File: src/rtl/uart_pkg.sv
// Shared types for the UART receive path.
// Receiver FSM states and parity mode encodings.
package uart_pkg;

  typedef enum logic [2:0] {
    RX_IDLE,
    RX_START,
    RX_DATA,
    RX_PARITY,
    RX_STOP
  } rx_state_t;

  localparam int PAR_NONE = 0;
  localparam int PAR_EVEN = 1;
  localparam int PAR_ODD  = 2;

endpackage

File: src/rtl/uart_fifo.sv
// Synchronous FIFO holding received frames.
// Pointers carry a wrap bit; a push into a full FIFO succeeds only with a pop.
module uart_fifo #(
  parameter int WIDTH = 10,
  parameter int DEPTH = 4
) (
  input  logic             clk,
  input  logic             reset,
  input  logic             push_i,
  input  logic [WIDTH-1:0] din_i,
  input  logic             pop_i,
  output logic [WIDTH-1:0] dout_o,
  output logic             full_o,
  output logic             empty_o
);

  localparam int AW = $clog2(DEPTH);

  logic [AW:0]      wr_q, wr_d;
  logic [AW:0]      rd_q, rd_d;
  logic [WIDTH-1:0] mem_q [DEPTH];
  logic             do_push;
  logic             do_pop;

  assign empty_o = (wr_q == rd_q);
  assign full_o  = (wr_q[AW] != rd_q[AW]) &&
                   (wr_q[AW-1:0] == rd_q[AW-1:0]);
  assign do_pop  = pop_i & ~empty_o;
  assign do_push = push_i & (~full_o | do_pop);
  assign dout_o  = mem_q[rd_q[AW-1:0]];

  // Pointer next-state
  always_comb begin
    wr_d = wr_q;
    rd_d = rd_q;
    if (do_push) wr_d = wr_q + 1'b1;
    if (do_pop)  rd_d = rd_q + 1'b1;
  end

  // Pointer registers
  always_ff @(posedge clk or posedge reset) begin
    if (reset) begin
      wr_q <= '0;
      rd_q <= '0;
    end else begin
      wr_q <= wr_d;
      rd_q <= rd_d;
    end
  end

  // Storage, cleared so the head reads zero after reset
  always_ff @(posedge clk or posedge reset) begin
    if (reset) begin
      for (int i = 0; i < DEPTH; i++) mem_q[i] <= '0;
    end else if (do_push) begin
      mem_q[wr_q[AW-1:0]] <= din_i;
    end
  end

endmodule

File: src/rtl/uart_rx_fifo_top.sv
// UART receiver with frame/parity checking and an output FIFO.
// Samples mid-bit; errored frames are still queued with their flags.
module uart_rx_fifo_top
  import uart_pkg::*;
#(
  parameter int CLKS_PER_BIT = 5208,
  parameter int DATA_BITS    = 8,
  parameter int PARITY       = 0,
  parameter int FIFO_DEPTH   = 4
) (
  input  logic                 clk,
  input  logic                 reset,
  input  logic                 rx,
  input  logic                 cs_n,
  output logic [DATA_BITS-1:0] m_data,
  output logic                 m_parity_err,
  output logic                 m_frame_err,
  output logic                 m_valid,
  input  logic                 m_ready,
  output logic                 done,
  output logic                 overrun,
  input  logic                 ovr_clr
);

  localparam int CW = $clog2(CLKS_PER_BIT);
  localparam int BW = $clog2(DATA_BITS);
  localparam int FW = DATA_BITS + 2;

  localparam logic [CW-1:0] CNT_FULL = CW'(CLKS_PER_BIT - 1);
  localparam logic [CW-1:0] CNT_HALF = CW'(CLKS_PER_BIT / 2 - 1);
  localparam logic [BW-1:0] BIT_LAST = BW'(DATA_BITS - 1);

  rx_state_t            state_q, state_d;
  logic [CW-1:0]        cnt_q, cnt_d;
  logic [BW-1:0]        bit_q, bit_d;
  logic [DATA_BITS-1:0] shift_q, shift_d;
  logic                 perr_q, perr_d;
  logic                 sync1_q, rxs;
  logic                 done_q;
  logic                 ovr_q, ovr_d;
  logic                 push;
  logic                 ferr;
  logic                 fifo_full;
  logic                 fifo_empty;
  logic                 pop;
  logic [FW-1:0]        head;

  // Two-flop synchronizer for the asynchronous serial line
  always_ff @(posedge clk or posedge reset) begin
    if (reset) begin
      sync1_q <= 1'b1;
      rxs     <= 1'b1;
    end else begin
      sync1_q <= rx;
      rxs     <= sync1_q;
    end
  end

  // FSM state and datapath registers
  always_ff @(posedge clk or posedge reset) begin
    if (reset) begin
      state_q <= RX_IDLE;
      cnt_q   <= '0;
      bit_q   <= '0;
      shift_q <= '0;
      perr_q  <= 1'b0;
    end else begin
      state_q <= state_d;
      cnt_q   <= cnt_d;
      bit_q   <= bit_d;
      shift_q <= shift_d;
      perr_q  <= perr_d;
    end
  end

  // Next-state: bit timing, shifting and parity evaluation
  always_comb begin
    state_d = state_q;
    cnt_d   = cnt_q + 1'b1;
    bit_d   = bit_q;
    shift_d = shift_q;
    perr_d  = perr_q;
    unique case (state_q)
      RX_IDLE: begin
        cnt_d = '0;
        if (!rxs && !cs_n) state_d = RX_START;
      end
      RX_START: begin
        if (cnt_q == CNT_HALF) begin
          cnt_d   = '0;
          bit_d   = '0;
          perr_d  = 1'b0;
          state_d = rxs ? RX_IDLE : RX_DATA;
        end
      end
      RX_DATA: begin
        if (cnt_q == CNT_FULL) begin
          cnt_d   = '0;
          shift_d = {rxs, shift_q[DATA_BITS-1:1]};
          bit_d   = bit_q + 1'b1;
          if (bit_q == BIT_LAST)
            state_d = (PARITY == PAR_NONE) ? RX_STOP : RX_PARITY;
        end
      end
      RX_PARITY: begin
        if (cnt_q == CNT_FULL) begin
          cnt_d   = '0;
          perr_d  = (PARITY == PAR_ODD) ? ~(^shift_q ^ rxs)
                                        : (^shift_q ^ rxs);
          state_d = RX_STOP;
        end
      end
      RX_STOP: begin
        if (cnt_q == CNT_FULL) begin
          cnt_d   = '0;
          state_d = RX_IDLE;
        end
      end
      default: state_d = RX_IDLE;
    endcase
  end

  // Outputs: push the frame on the stop-bit sample
  always_comb begin
    push = 1'b0;
    ferr = 1'b0;
    if (state_q == RX_STOP && cnt_q == CNT_FULL) begin
      push = 1'b1;
      ferr = ~rxs;
    end
  end

  assign pop = m_valid & m_ready;

  // Sticky overrun: a drop outranks a clear
  always_comb begin
    ovr_d = ovr_q;
    if (push && fifo_full && !pop) ovr_d = 1'b1;
    else if (ovr_clr)              ovr_d = 1'b0;
  end

  // Registered done pulse and overrun flag
  always_ff @(posedge clk or posedge reset) begin
    if (reset) begin
      done_q <= 1'b0;
      ovr_q  <= 1'b0;
    end else begin
      done_q <= push;
      ovr_q  <= ovr_d;
    end
  end

  uart_fifo #(
    .WIDTH (FW),
    .DEPTH (FIFO_DEPTH)
  ) u_fifo (
    .clk     (clk),
    .reset   (reset),
    .push_i  (push),
    .din_i   ({ferr, perr_q, shift_q}),
    .pop_i   (pop),
    .dout_o  (head),
    .full_o  (fifo_full),
    .empty_o (fifo_empty)
  );

  assign m_valid      = ~fifo_empty;
  assign m_data       = head[DATA_BITS-1:0];
  assign m_parity_err = head[DATA_BITS];
  assign m_frame_err  = head[DATA_BITS+1];
  assign done         = done_q;
  assign overrun      = ovr_q;

endmodule

File: config.mk
export PLATFORM = sky130hd
export DESIGN_NAME = uart_rx_fifo_top
export DESIGN_NICKNAME = d
export VERILOG_FILES = /design/src/rtl/uart_pkg.sv /design/src/rtl/uart_fifo.sv /design/src/rtl/uart_rx_fifo_top.sv
export SDC_FILE = /design/constraint.sdc
export NUM_CORES = 1
export LEC_CHECK = 0
export ABC_AREA = 1
export CAP_MARGIN = 10
export CORE_AREA = 8 8 174 94
export CTS_CLUSTER_DIAMETER = 80
export DETAILED_ROUTE_END_ITERATION = 12
export DIE_AREA = 0 0 182 102
export PLACE_DENSITY = 0.44
export SYNTH_ARGS = -nofsm -noshare
export SYNTH_HDL_FRONTEND = slang
export SYNTH_SLANG_ARGS = --single-unit
File: constraint.sdc
create_clock -name clk -period 7.4 [get_ports clk]
set_clock_uncertainty 0.1 [all_clocks]
set_input_delay 1.85 -clock clk [delete_from_list [all_inputs] [get_ports clk]]
set_output_delay 1.85 -clock clk [all_outputs]
set_load 0.1 [all_outputs]
==> results.json, run 1 <==
{
  "synth_net_count": 526,
  "core-area_sq_mm": 0.0140,
  "yosys.area.top_type": "dfrtp_1",
  "chipHeight_microns": 102,
  "synthMostInstantiatedCell": "nand2_1",
  "critPathMaxFanout": 23,
  "worst_pin_slew_ns": 1.03,
  "grt_pass1_wl_mm": 18.0,
  "dr_total_vias": 3398,
  "grt_usage_pct": 12.5,
  "gp_congestion": 0.824,
  "grt_setup_unrepaired": "false",
  "post_cts.repair.setup_buffers": 0,
  "cts_hold_buf": 0,
  "type_of_the_worst_setup_path": "reg -> out",
  "flow.area_growth_from_synthesis_pct": 15.5,
  "drc_errors": 0,
  "critical_path.endpoint_type": "output pin",
  "hold_viol": 0,
  "ctsHtreeMaxLevel": 3,
  "synthAdderAreaFrac_pct": 2.46,
  "initial_core_util_pct": 29.1,
  "worst_hold_path_type": "reg -> reg",
  "asyncSetResetFlopFracSynth_pct": 100,
  "fin_setup_tns_ns": 0,
  "cts.repair.resized": 0,
  "cp.required_ns": 5.45,
  "num_antenna_cells": 0,
  "grt_use_met3_pct": 3.30,
  "synth-xor-area-share_pct": 3.02,
  "grt.met1_usage_pct": 20.3,
  "setup.worst_path.start_class": "flip-flop",
  "final_nets": 532,
  "synth.cells.most_frequent": "nand2_1, dfrtp_1, nor2_1",
  "clk_pin_slew_ns": 0.06,
  "post-dp-hpwl_mm": 7.85,
  "boundaryPins": 19,
  "power_per_cell_area_mw_per_mm2": 345,
  "synth_cells": 512,
  "cts.sinks": 78,
  "max_cap_viol_count": 0,
  "total_congestion_overflow": 0,
  "drt_iter0_markers": 303,
  "fill_cells": 1452,
  "largest_net_degree_at_the_start_of_global_routing": 78,
  "worst_ep_arrival_time_ns": 3.20,
  "synth-compound-area-share_pct": 5.97,
  "final_core_utilization_pct": 33.6,
  "drtAntennaViolNets": 0,
  "syn-cell-area_sq_mm": 0.00407,
  "viasPerCell": 4.83,
  "syn_warnings": 0,
  "final_cell_count_no_fill": 704,
  "multiInputGateArea_sq_mm": 0.00183,
  "synthFlopType": "dfrtp_1",
  "detail_route.wirelength_mm": 11.1,
  "placedCellCount": 688,
  "cts-root-buf": "clkbuf_16",
  "clk-insertion-delay-late_ns": 0.34,
  "post_synth_num_cell_types": 30,
  "cts_buffer_depth": 2,
  "floorplan.rows": 31,
  "synth_top_family_by_area": "simple AND/OR/NAND/NOR gates",
  "timing.final.setup_violations": 0,
  "numCtsBuffers": 9,
  "total_leakage_power_nw": 2.26,
  "hold_slack_ns": 0.258,
  "power.ir.vdd_worst_mv": 0.121,
  "first_global_vias": 3187,
  "initial_antenna_violation_count": 0,
  "seqCellArea_sq_mm": 0.00195,
  "wire_per_inst_microns": 15.8,
  "fp.dieW_microns": 182,
  "finalWorstPathRequiredPeriod_ns": 5.15,
  "die_area_sq_mm": 0.0186,
  "globalRoute.busiestLayer": "met1",
  "synth.yosys.seq_area_share_pct": 48.1,
  "drt_first_pass_iters": 4,
  "synth_top_area_share_pct": 46.8,
  "fin_crit_sh_pct": 69.5,
  "yosys-mux-area-fraction_pct": 0,
  "final-max-slew-violation-count": 0,
  "synthSimpleGateAreaFrac_pct": 33.6,
  "outcome": "completed",
  "postSynthAreaPerCell_sq_um": 7.94,
  "max-slew-margin-rel_pct": 31.1,
  "tritoncts": "yes",
  "final_layout_size_suffix_gt1_share_pct": 6.69,
  "flops_latches_synth": 78,
  "number_of_enable_type_register_cells_in_the_synthesized_netlist": 0,
  "post_synth_main_area_contributors": "dfrtp_1, nand2_1, nand4_1",
  "placement.io_buffers": 18,
  "global_route.usage.met2_pct": 15.4,
  "max_freq_mhz": 194
}
==> flip-flops by register name, indices dropped and copies added, names as in the netlist <==
| name | cells |
|---|---|
| bit_q | 3 |
| cnt_q | 13 |
| done | 1 |
| overrun | 1 |
| perr_q | 1 |
| rxs | 1 |
| shift_q | 8 |
| state_q | 3 |
| sync1_q | 1 |
| u_fifo.mem_q | 40 |
| u_fifo.rd_q | 3 |
| u_fifo.wr_q | 3 |
==> layout make-up <==
class | count | share of cell area [%]
Tap cell | 181 | 4.83
Clock buffer | 10 | 5.09
Clock inverter | 6 | 2.00
Multi-Input combinational cell | 370 | 39.1
Sequential cell | 78 | 41.6
Timing Repair Buffer | 21 | 4.32
Inverter | 38 | 3.07
==> kinds of logic (layout without fill, tap and decap cells) <==
group	Yosys count	after routing
compound gates	45	45
xor+xnor	14	14
fa+ha+maj	8	8
buf+inv	64	75
flops	78	78
simple gates	303	303
==> through the flow <==
step / setup slack, ns / area, sq um / power [mW]
after floorplan: 3.16 / 4070 / 0.982
after CTS: 2.30 / 4690 / 1.63
after global routing: 2.15 / 4690 / 1.69
after global placement: 2.81 / 4360 / 1.13
final: 2.25 / 4690 / 1.62
after detailed placement: 2.67 / 4360 / 1.13
==> path summary, 6_finish.rpt <==
path                               endpoint  slack [ns]           start  cells past startpoint
max                               m_data[4]        2.25  u_fifo.rd_q[0]                      4
min                                     rxs        0.26         sync1_q                      0
max reg2reg                u_fifo.mem_q[31]        4.91        cnt_q[0]                      9
min reg2reg                             rxs        0.26         sync1_q                      0
max in group asynchronous          bit_q[2]        4.45           reset                      3
min in group asynchronous              done        1.57           reset                      2
==> report_power, final <==
| part | switching [mW] | total, mW | leakage (nW) | internal (mW) |
|---|---|---|---|---|
| registers | 0.0473 | 0.494 | 1.07 | 0.446 |
| clock network | 0.188 | 0.495 | 0.159 | 0.307 |
| logic | 0.484 | 0.630 | 1.04 | 0.147 |
| total | 0.719 | 1.62 | 2.26 | 0.900 |
==> layout by cell type, fill, tap and decap left out, types with 8 or more instances in the layout <==
cell type        instances
dfrtp_1                 76
o22ai_1                 10
inv_1                   33
nor2_1                  53
nand2_1                169
clkdlybuf4s50_1         18
nand3_1                 21
o21ai_0                 26
clkbuf_16                9
ha_1                     8
nand4_1                 44
xor2_1                  12
==> worst max-delay path, cell delays in order (launching register included) <==
cell	delay [ns]
dfrtp_1	0.67
inv_1	0.62
o21ai_0	0.22
o22ai_1	0.18
clkdlybuf4s50_1	1.17
==> layer usage <==
layer	routed length (microns)	share of wire (%)	vias to the layer above
li1	-	-	1690
met1	6530	59	1630
met2	4040	36	74
met3	546	4.9	4
met4	36	0.32	0
met5	0	0	-
No activity file was read; power rests on OpenSTA's default activity.
==> inputs of run 2 (changes only) <==
==> constraint.sdc (replaced) <==
create_clock -name clk -period 5.01 [get_ports clk]
set_clock_uncertainty 0.1 [all_clocks]
set_input_delay 1.2525 -clock clk [delete_from_list [all_inputs] [get_ports clk]]
set_output_delay 1.2525 -clock clk [all_outputs]
set_load 0.1 [all_outputs]
==> results.json, run 2 (synthesis gave the netlist of run 1 again) <==
{
  "dr_total_vias": 3343,
  "p_comb_share_pct": 41.3,
  "total_leakage_power_nw": 2.28,
  "ctsHtreeMaxLevel": 3,
  "clk-insertion-delay-late_ns": 0.34,
  "grt_setup_unrepaired": "false",
  "first_global_vias": 3334,
  "path_delay_family": "buffers and inverters",
  "layout.cells.most_common_list": "nand2_1, dfrtp_1, nor2_1",
  "cts_buffer_depth": 2,
  "clk_pin_slew_ns": 0.06,
  "max_cap_viol_count": 0,
  "drt_first_pass_iters": 5,
  "chipHeight_microns": 102,
  "num_antenna_cells": 0,
  "hold_slack_ns": 0.256,
  "power_per_cell_area_mw_per_mm2": 500,
  "largest_register_ff_count": 40,
  "initial_antenna_violation_count": 0,
  "cts.sinks": 78,
  "flow.area_growth_from_synthesis_pct": 14.6,
  "tritoncts": "yes",
  "core-area_sq_mm": 0.0140,
  "setup.worst_path.start_class": "flip-flop",
  "grt_pass1_wl_mm": 18.4,
  "final_cell_count_no_fill": 706,
  "critical_path.endpoint_type": "output pin",
  "timing.final.setup_violations": 0,
  "worst_ep_arrival_time_ns": 2.43,
  "largest_registers": "u_fifo.mem_q (40), cnt_q (13), shift_q (8)",
  "max_freq_mhz": 264,
  "cts-root-buf": "clkbuf_16",
  "seq_pwr_share_pct": 30.1,
  "grt_usage_pct": 12.9,
  "placedCellCount": 691,
  "post_cts.repair.setup_buffers": 0,
  "placement.cell_area_sq_mm": 0.00436,
  "drc_errors": 0,
  "total_congestion_overflow": 0,
  "drt_iter0_markers": 308,
  "outcome": "completed",
  "cp_cell_sequence": "xor2_1 > nor2_1 > nand2_1 > clkdlybuf4s50_1",
  "postLayoutCellArea_sq_mm": 0.00466,
  "final_core_utilization_pct": 33.4,
  "finalWorstPathRequiredPeriod_ns": 3.78,
  "fin_setup_tns_ns": 0,
  "critPathMaxFanout": 13,
  "cts.repair.resized": 0,
  "drtAntennaViolNets": 0,
  "initial_core_util_pct": 29.1,
  "viasPerCell": 4.74,
  "p_int_mw": 1.27,
  "largest_net_degree_at_the_start_of_global_routing": 49,
  "boundaryPins": 19,
  "cts_hold_buf": 0,
  "die_area_sq_mm": 0.0186,
  "final-max-slew-violation-count": 0,
  "worst_pin_slew_ns": 0.992,
  "pwr-share-clk_pct": 28.6,
  "gp_congestion": 0.784,
  "worst_hold_path_type": "reg -> reg",
  "max-slew-margin-rel_pct": 33.7,
  "power.ir.vdd_worst_mv": 0.149,
  "placement.io_buffers": 18,
  "wire_per_inst_microns": 15.9,
  "floorplan.rows": 31,
  "numCtsBuffers": 9,
  "final_nets": 535,
  "critical_path.n_buffers_inverters": 1,
  "fp.dieW_microns": 182,
  "critical-path-slowest-cell": "clkdlybuf4s50_1",
  "hold_viol": 0,
  "net-switching-power_mw": 1.05,
  "detail_route.wirelength_mm": 11.2,
  "post-dp-hpwl_mm": 7.68,
  "type_of_the_worst_setup_path": "reg -> out",
  "top_register": "u_fifo.mem_q",
  "fin_crit_sh_pct": 75.5,
  "power.share.switching_pct": 45.3,
  "critical_path.max_stage_delay_ns": 1.14,
  "cp.required_ns": 3.66,
  "final_layout_size_suffix_gt1_share_pct": 8.76,
  "final_common_cell": "nand2_1"
}
[run 2: path summary, 6_finish.rpt]
path	startpoint	endpoint	slack [ns]	cells past startpoint
max reg2reg	cnt_q[0]	u_fifo.mem_q[28]	2.33	9
min in group asynchronous	reset	overrun	1.30	2
min	sync1_q	rxs	0.26	0
max in group asynchronous	reset	u_fifo.mem_q[38]	2.74	3
min reg2reg	sync1_q	rxs	0.26	0
max	u_fifo.rd_q[1]	m_valid	1.23	4
[run 2: cell type report]
type                            count  area (sq um)
Fill cell                        1454          9310
Clock buffer                       12           256
Clock inverter                      3          43.8
Multi-Input combinational cell    370          1830
Inverter                           38           144
Timing Repair Buffer               24           200
Sequential cell                    78          1950
Tap cell                          181           226
[run 2: power by group through the flow]
stage               Sequential (mW)  Combinational [mW]  Clock, mW
floorplan                     0.697               0.754          0
global placement              0.711               0.965          0
detailed placement            0.711               0.964          0
CTS                           0.700               0.966      0.686
global route                  0.706                1.03      0.714
finish                        0.700               0.963      0.666
[run 2: through the flow]
step | power (mW) | worst slack [ns]
3_5_place_dp | 1.68 | 1.56
4_1_cts | 2.35 | 1.19
2_1_floorplan | 1.45 | 1.36
5_1_grt | 2.45 | 1.11
3_3_place_gp | 1.68 | 1.57
6_report | 2.33 | 1.23
[run 2: metal layers]
layer / track usage [%] / routed length [microns]
met5: 0 / 0
met2: 17.3 / 4210
met1: 19.4 / 6260
met3: 3.69 / 640
met4: 3.26 / 94
